==> config.mk <==
export PLATFORM = sky130hd
export DESIGN_NAME = flash_loader_ctrl
export DESIGN_NICKNAME = d
export VERILOG_FILES = /design/src/rtl/flash_loader_ctrl.sv
export SDC_FILE = /design/constraint.sdc
export NUM_CORES = 1
export LEC_CHECK = 0
export BUFFER_PORTS_ARGS = -buffer_cell sky130_fd_sc_hd__clkbuf_2
export CORE_MARGIN = 8
export CORE_UTILIZATION = 50
export DETAILED_ROUTE_END_ITERATION = 10
export PLACE_DENSITY = 0.73
export REMOVE_ABC_BUFFERS = 1
export SETUP_SLACK_MARGIN = 0.2
export SLEW_MARGIN = 5
export SYNTH_ARGS = -nofsm -noshare
export SYNTH_HDL_FRONTEND = slang
export SYNTH_SLANG_ARGS = --single-unit
export TNS_END_PERCENT = 5
==> constraint.sdc <==
create_clock -name clk -period 2.7 [get_ports clk]
set_input_delay 0.54 -clock clk [delete_from_list [all_inputs] [get_ports clk]]
set_output_delay 0.54 -clock clk [all_outputs]
set_load 0.01 [all_outputs]
==> src/rtl/flash_loader_ctrl.sv <==
// Boot loader: assembles a length-prefixed little-endian UART byte stream into
// 32-bit words, writes them to imem from address 0 while holding the core, then pulses PC reset.
module flash_loader_ctrl #(
  parameter int IMEM_WORDS     = 256,
  parameter int ADDR_WIDTH     = 8,
  parameter int TIMEOUT_CYCLES = 100000
) (
  input  logic                  clk,
  input  logic                  rst,
  input  logic                  flash,
  input  logic                  uart_received,
  input  logic [7:0]            uart_data,
  output logic                  imem_we,
  output logic [ADDR_WIDTH-1:0] imem_addr,
  output logic [31:0]           imem_wdata,
  output logic                  cpu_hold,
  output logic                  pc_reset,
  output logic                  busy,
  output logic                  error,
  output logic [15:0]           words_loaded
);

  localparam int TW = $clog2(TIMEOUT_CYCLES + 1);

  typedef enum logic [2:0] {IDLE, LEN_LO, LEN_HI, DATA, WRITE, DONE, ERROR} state_t;

  state_t        state, state_n;
  logic          flash_q;
  logic [15:0]   len;
  logic [1:0]    byte_idx;
  logic [31:0]   word;
  logic [TW-1:0] tmo;

  logic        start, active, timed_out, last_word;
  logic [15:0] len_full;

  assign start     = flash & ~flash_q;
  assign active    = (state == LEN_LO) || (state == LEN_HI) || (state == DATA) || (state == WRITE);
  assign timed_out = active && !uart_received && (tmo == TW'(TIMEOUT_CYCLES - 1));
  assign len_full  = {uart_data, len[7:0]};
  // words_loaded doubles as the write address; it always equals the word index.
  assign last_word = (words_loaded + 16'd1) == len;

  always_comb begin
    state_n = state;
    if (start)
      state_n = LEN_LO;
    else if (timed_out)
      state_n = ERROR;
    else begin
      case (state)
        LEN_LO: if (uart_received) state_n = LEN_HI;
        LEN_HI: if (uart_received) begin
          if (len_full == 16'd0)                        state_n = DONE;
          else if ({16'd0, len_full} > 32'(IMEM_WORDS)) state_n = ERROR;
          else                                          state_n = DATA;
        end
        DATA:   if (uart_received && byte_idx == 2'd3) state_n = WRITE;
        WRITE:  state_n = last_word ? DONE : DATA;
        DONE:   state_n = IDLE;
        default: state_n = state;
      endcase
    end
  end

  always_ff @(posedge clk) begin
    if (!rst) begin
      state        <= IDLE;
      flash_q      <= 1'b1;
      len          <= '0;
      byte_idx     <= '0;
      word         <= '0;
      tmo          <= '0;
      imem_we      <= 1'b0;
      imem_addr    <= '0;
      imem_wdata   <= '0;
      cpu_hold     <= 1'b0;
      pc_reset     <= 1'b0;
      busy         <= 1'b0;
      error        <= 1'b0;
      words_loaded <= '0;
    end else begin
      flash_q  <= flash;
      state    <= state_n;
      imem_we  <= (state_n == WRITE);
      cpu_hold <= (state_n != IDLE);
      pc_reset <= (state_n == DONE);
      busy     <= (state_n != IDLE) && (state_n != ERROR);
      error    <= (state_n == ERROR);

      if (start || uart_received || !active) tmo <= '0;
      else                                   tmo <= tmo + TW'(1);

      if (start) begin
        len          <= '0;
        byte_idx     <= '0;
        word         <= '0;
        words_loaded <= '0;
      end else begin
        case (state)
          LEN_LO: if (uart_received) len[7:0] <= uart_data;
          LEN_HI: if (uart_received) begin
            len[15:8]    <= uart_data;
            byte_idx     <= '0;
            words_loaded <= '0;
          end
          DATA: if (uart_received) begin
            word[8*byte_idx +: 8] <= uart_data;
            byte_idx              <= byte_idx + 2'd1;
            if (byte_idx == 2'd3) begin
              imem_addr  <= words_loaded[ADDR_WIDTH-1:0];
              imem_wdata <= {uart_data, word[23:0]};
            end
          end
          WRITE: begin
            words_loaded <= words_loaded + 16'd1;
            // A byte landing during the write cycle starts the next word.
            if (uart_received && !last_word) begin
              word[7:0] <= uart_data;
              byte_idx  <= 2'd1;
            end
          end
          default: ;
        endcase
      end
    end
  end

endmodule
# --- Word-level counts from Yosys, hierarchy flattened ---
# Index checks and enable logic that the tools add are counted.
totals:
  ff_bits: 132
  latchBits: 0
  ramBits: 0
  mem_bits_ro: 0
  wordCells: 88
  n_memories: 0
op_classes:
  add_sub_neg: 4
  multipliers: 0
  n_div: 0
  magnitude_cmp: 1
  n_eq_ne: 15
  n_shift: 2
  muxes: 19
  bitwise_logic: 4
  n_reduce_logical: 27
ops:
  columns: ["op", "n"]
  rows:
  - ["$neg A5 Y34", 1]
  - ["$shift A8 B34 Y32 const A", 1]
  - ["$shiftx A8 B34 Y32", 1]
  - ["$bwmux W32", 1]
  - ["$pmux W16 S2", 1]
  - ["$mux W3", 8]
  - ["$add A17 B1 Y17 const B", 1]
  - ["$eq A17 B17 Y1 const B", 1]
  - ["$add A16 B1 Y16 const B", 1]
  - ["$eq A16 B16 Y1", 1]
  - ["$gt A16 B9 Y1 const B", 1]
  - ["$logic_not A16 Y1", 1]
  - ["$mux W16", 1]
  - ["$mux W8", 2]
  - ["$pmux W8 S2", 1]
  - ["$eq A3 B3 Y1 const B", 5]
  - ["$pmux W3 S5", 1]
  - ["$reduce_and A2 Y1", 4]
  - ["$reduce_and A4 Y1", 2]
  - ["$eq A3 B2 Y1 const B", 2]
  - ["$mux W2", 3]
  - ["$pmux W2 S3", 1]
  - ["$reduce_bool A3 Y1", 2]
  - ["$logic_and A1 B1 Y1", 5]
  - ["other kinds (13)", 24]

# --- Depth between registers and ports, before layout ---
logic_depth:
  ltp_word: 10
  mapped_depth: 10
  mapped_depth_nobuf: 8

# --- Worst setup path before layout ---
# OpenSTA, ideal clock, no wires.
synth_timing:
  path_kind: "flip-flop to flip-flop"
  start: "register words_loaded[0]"
  end: "register word[0]"
  setup_ns: 0.117
  arrival_time_ns: 2.750
  t_required_ns: 2.583
  setup_slack_ns: -0.168
  stages_incl_launch_ff: 10
  path_cell_list: "dfxtp_1 > ha_1 > buf_2 > nand3_2 > nor4_2 > xnor2_1 > a2111o_1 > o41a_1 > a31o_4 > a32o_1"
synth_via:
  elab_chain_len: 6
synth_lines:
  columns: ["element", "line_no", "rtl"]
  rows:
  - ["start, declared", "20", "output logic [15:0] words_loaded"]
  - ["start signal, assigned", "116", "words_loaded <= words_loaded + 16'd1;"]
  - ["$add A16 B1 Y16", "42", "assign last_word = (words_loaded + 16'd1) == len;"]
  - ["$eq A16 B16 Y1", "42", null]
  - ["$logic_not A1 Y1", "118", "if (uart_received && !last_word) begin"]
  - ["$logic_and A1 B1 Y1", "118", null]
  - ["$ne A2 B1 Y1 (no source line)", null, null]
  - ["$reduce_and A3 Y1 (no source line)", null, null]
  - ["end signal, assigned by index", "108", "word[8*byte_idx +: 8] <= uart_data;"]
  - ["end signal, assigned", "119", "word[7:0] <= uart_data;"]
  - ["end, declared", "31", "logic [31:0] word;"]
# Every way passes these cells.
# A chain may end at the register's enable or synchronous reset.

# --- Worst setup path in the final report ---
layout_timing:
  start: "register words_loaded[9]"
  end: "register word[1]"
# Same word-level chain as after synthesis.

==> run metrics <==
worst rel slew slack 0.612; Via Count 5311; Maximum Capacitance Violations 0; mean post-synth cell area 8.22 um2; CTS sink cnt 124; Synth async-reset ratio 0; Netlist cell types 61; Post-DP Area 0.00637 mm2; post-route antenna net violation count 0; CTS tree done; Clock Tree Root clkbuf_16; post-route cell area 0.00705 mm2; GP Congestion 0.896; clock skew 0.0134 ns; GRT overflow 0; share of layout cells above drive strength 1 0.235; Clk pin slew, worst setup/hold paths 0.06 ns; Final Cycle Share 0.960; Initial DRT Pass Iterations 5; Die Width 123 um; port buffer count 72; Worst EP arrival 2.89 ns; H-tree depth 4; Area growth syn-to-layout 24.3%; sequential fraction of the synthesis area 0.438; core box area 0.0112 mm2; DRC Markers 0; gr usage total 0.204; Via density 5.68; Tmin final 2.59 ns; # rows 39; vias in the first global route 5079; register bit total from synthesis 124; status finished clean; leakage 0.00267 uW; Hold WC Path Type in2reg; ANT cells 0; clock buffer depth 2; Worst VDD drop 0.656 mV; Clock Latency Late Sink 0.41 ns; initial drt markers 364; largest net degree at the start of global routing 41; Crit path required time 2.99 ns; total CTS buffers 17; Peak Freq 386 MHz; top_reg_cell synth dfxtp_1; Non-Filler Instances 935; Initial Utilization 0.505; PwrDens 730 mW/mm2; initial antenna violation count 0; Syn Inst Count 690; WL final 15000 um; Critical Path Start Type register; HPWL Detailed 10300 um; Die ar. 0.0150 mm2; synthesized area 0.00567 mm2; routed len/inst 16.0 um; hold_buf cts 0; YS warnings 0; Reg2Reg Setup Slack 0.11 ns; nature of the critical path endpoint register; Critical Path Fanout Max 8; total I/O pin count 73; critical path type reg2reg; Tightest Pin Transition 0.580 ns; final max-slew violation count 0; post-placement cell count 902; Die H 123 um; first-pass GRT wire length 24600 um; RSZ-0062 raised after global routing true; Post-synth EDFFs 0; final setup vio count 0; Final nets 799; Hold Fails Final Rpt 0
-- kinds of logic after synthesis --
logic type	share of synthesized area
mux	0.00551
fa+ha+maj	0.0154
xor+xnor	0.0540
simple gates	0.263
compound gates	0.183
flops	0.438
buf+inv	0.0415
-- worst paths after layout --
kind | startpoint | to | cells past startpoint
setup reg to reg | words_loaded[9]$_SDFFE_PP0P_ | word[1]$_SDFFE_PP0P_ | 8
hold / removal | flash | flash_q$_SDFF_PN1_ | 2
hold reg to reg | word[19]$_SDFFE_PP0P_ | word[19]$_SDFFE_PP0P_ | 2
setup / recovery | words_loaded[9]$_SDFFE_PP0P_ | word[1]$_SDFFE_PP0P_ | 8
-- metal layers --
| metal | global-route usage | vias to the layer above | wire [um] |
|---|---|---|---|
| met5 | 0 | - | 0 |
| met4 | 0.0998 | 0 | 330 |
| met3 | 0.0414 | 32 | 678 |
| met2 | 0.346 | 135 | 7550 |
| met1 | 0.242 | 2568 | 6410 |
| li1 | - | 2576 | - |
-- area by class of cell --
cell class,instances,area [um2]
Clock buffer,20,447
Clock inverter,11,97.6
Fill cell,974,4170
Inverter,8,30.0
Multi-Input combinational cell,510,3050
Sequential cell,124,2500
Tap cell,143,179
Timing Repair Buffer,119,746
-- cell usage in the layout (no fill, tap or decap), types with 10 or more instances in the layout --
cell type | Yosys | layout
nor2_1 | 35 | 34
o21ai_0 | 16 | 16
and3_1 | 11 | 10
clkbuf_16 | 0 | 17
a21boi_0 | 41 | 41
nand2_1 | 162 | 160
xor2_1 | 16 | 16
nand3_1 | 32 | 32
buf_4 | 5 | 43
a21oi_1 | 62 | 62
xnor2_1 | 19 | 18
clkbuf_2 | 1 | 72
dfxtp_1 | 124 | 113
-- synth_stat cells, drive strengths merged, types with 2 or more instances --
cell | instances | area [um2]
nand2 | 162 | 608
ha | 7 | 87.6
a21oi | 62 | 310
dfxtp | 124 | 2480
and4 | 6 | 53.8
o311ai | 2 | 17.5
xor2 | 16 | 140
o41a | 3 | 33.8
and3 | 11 | 68.8
o21ai | 17 | 96.4
or3 | 5 | 31.3
nor2b | 2 | 12.5
a31oi | 4 | 25.0
inv | 8 | 30.0
a32o | 8 | 80.1
nand3 | 34 | 188
a21boi | 41 | 308
nor3b | 8 | 60.1
nor4 | 11 | 90.1
clkbuf | 38 | 144
a211oi | 4 | 30.0
xnor2 | 19 | 166
buf | 10 | 61.3
a311oi | 2 | 17.5
nor3 | 8 | 40.0
nand3b | 3 | 22.5
nor2 | 35 | 131
nand2b | 4 | 25.0
a31o | 2 | 26.3
mux2i | 2 | 20.0
and2 | 6 | 37.5
nand4 | 9 | 77.6
-- through the flow --
stage	hold slack [ns]	setup TNS (ns)	setup slack, ns	utilization	total power, uW
final	0.351	0	0.107	0.628	5150
after global routing	0.356	0	0.0240	0.628	5360
after CTS	0.344	0	0.140	0.625	5130
after detailed placement	0.448	-0.128	-0.0251	0.568	3050
after global placement	0.440	0	0.0122	0.568	3020
after floorplan	0.430	-1.43	-0.176	-	2680
-- where the power goes --
group | leakage (uW) | switching, uW | total, uW | internal, uW
clock | 0.000258 | 808 | 2090 | 1280
combinational | 0.00141 | 628 | 1050 | 421
sequential | 0.00101 | 96.0 | 2010 | 1920
total | 0.00267 | 1530 | 5150 | 3610
-- worst max-delay path, cell delays in order (launching register included) --
cell,delay [ns]
dfxtp_2,0.41
buf_4,0.16
and4_2,0.26
xnor2_1,0.08
o41a_1,0.32
a21o_1,0.20
o41a_1,0.53
a31o_4,0.30
a32o_1,0.21
-- what timing repair did --
action / CTS / global route
setup buffers: 2 / 0
pin swaps: 8 / 0
gates resized for setup: 26 / 8
setup endpoints to repair: 14 / 15
-- sequential cells by signal (all words and copies together) (netlist names), 2 cells and up --
signal	flops
imem_addr	8
tmo	17
len	16
byte_idx	2
imem_wdata	32
words_loaded	16
state	3
word	24
Note: power is estimated with default switching activity, not from simulation.
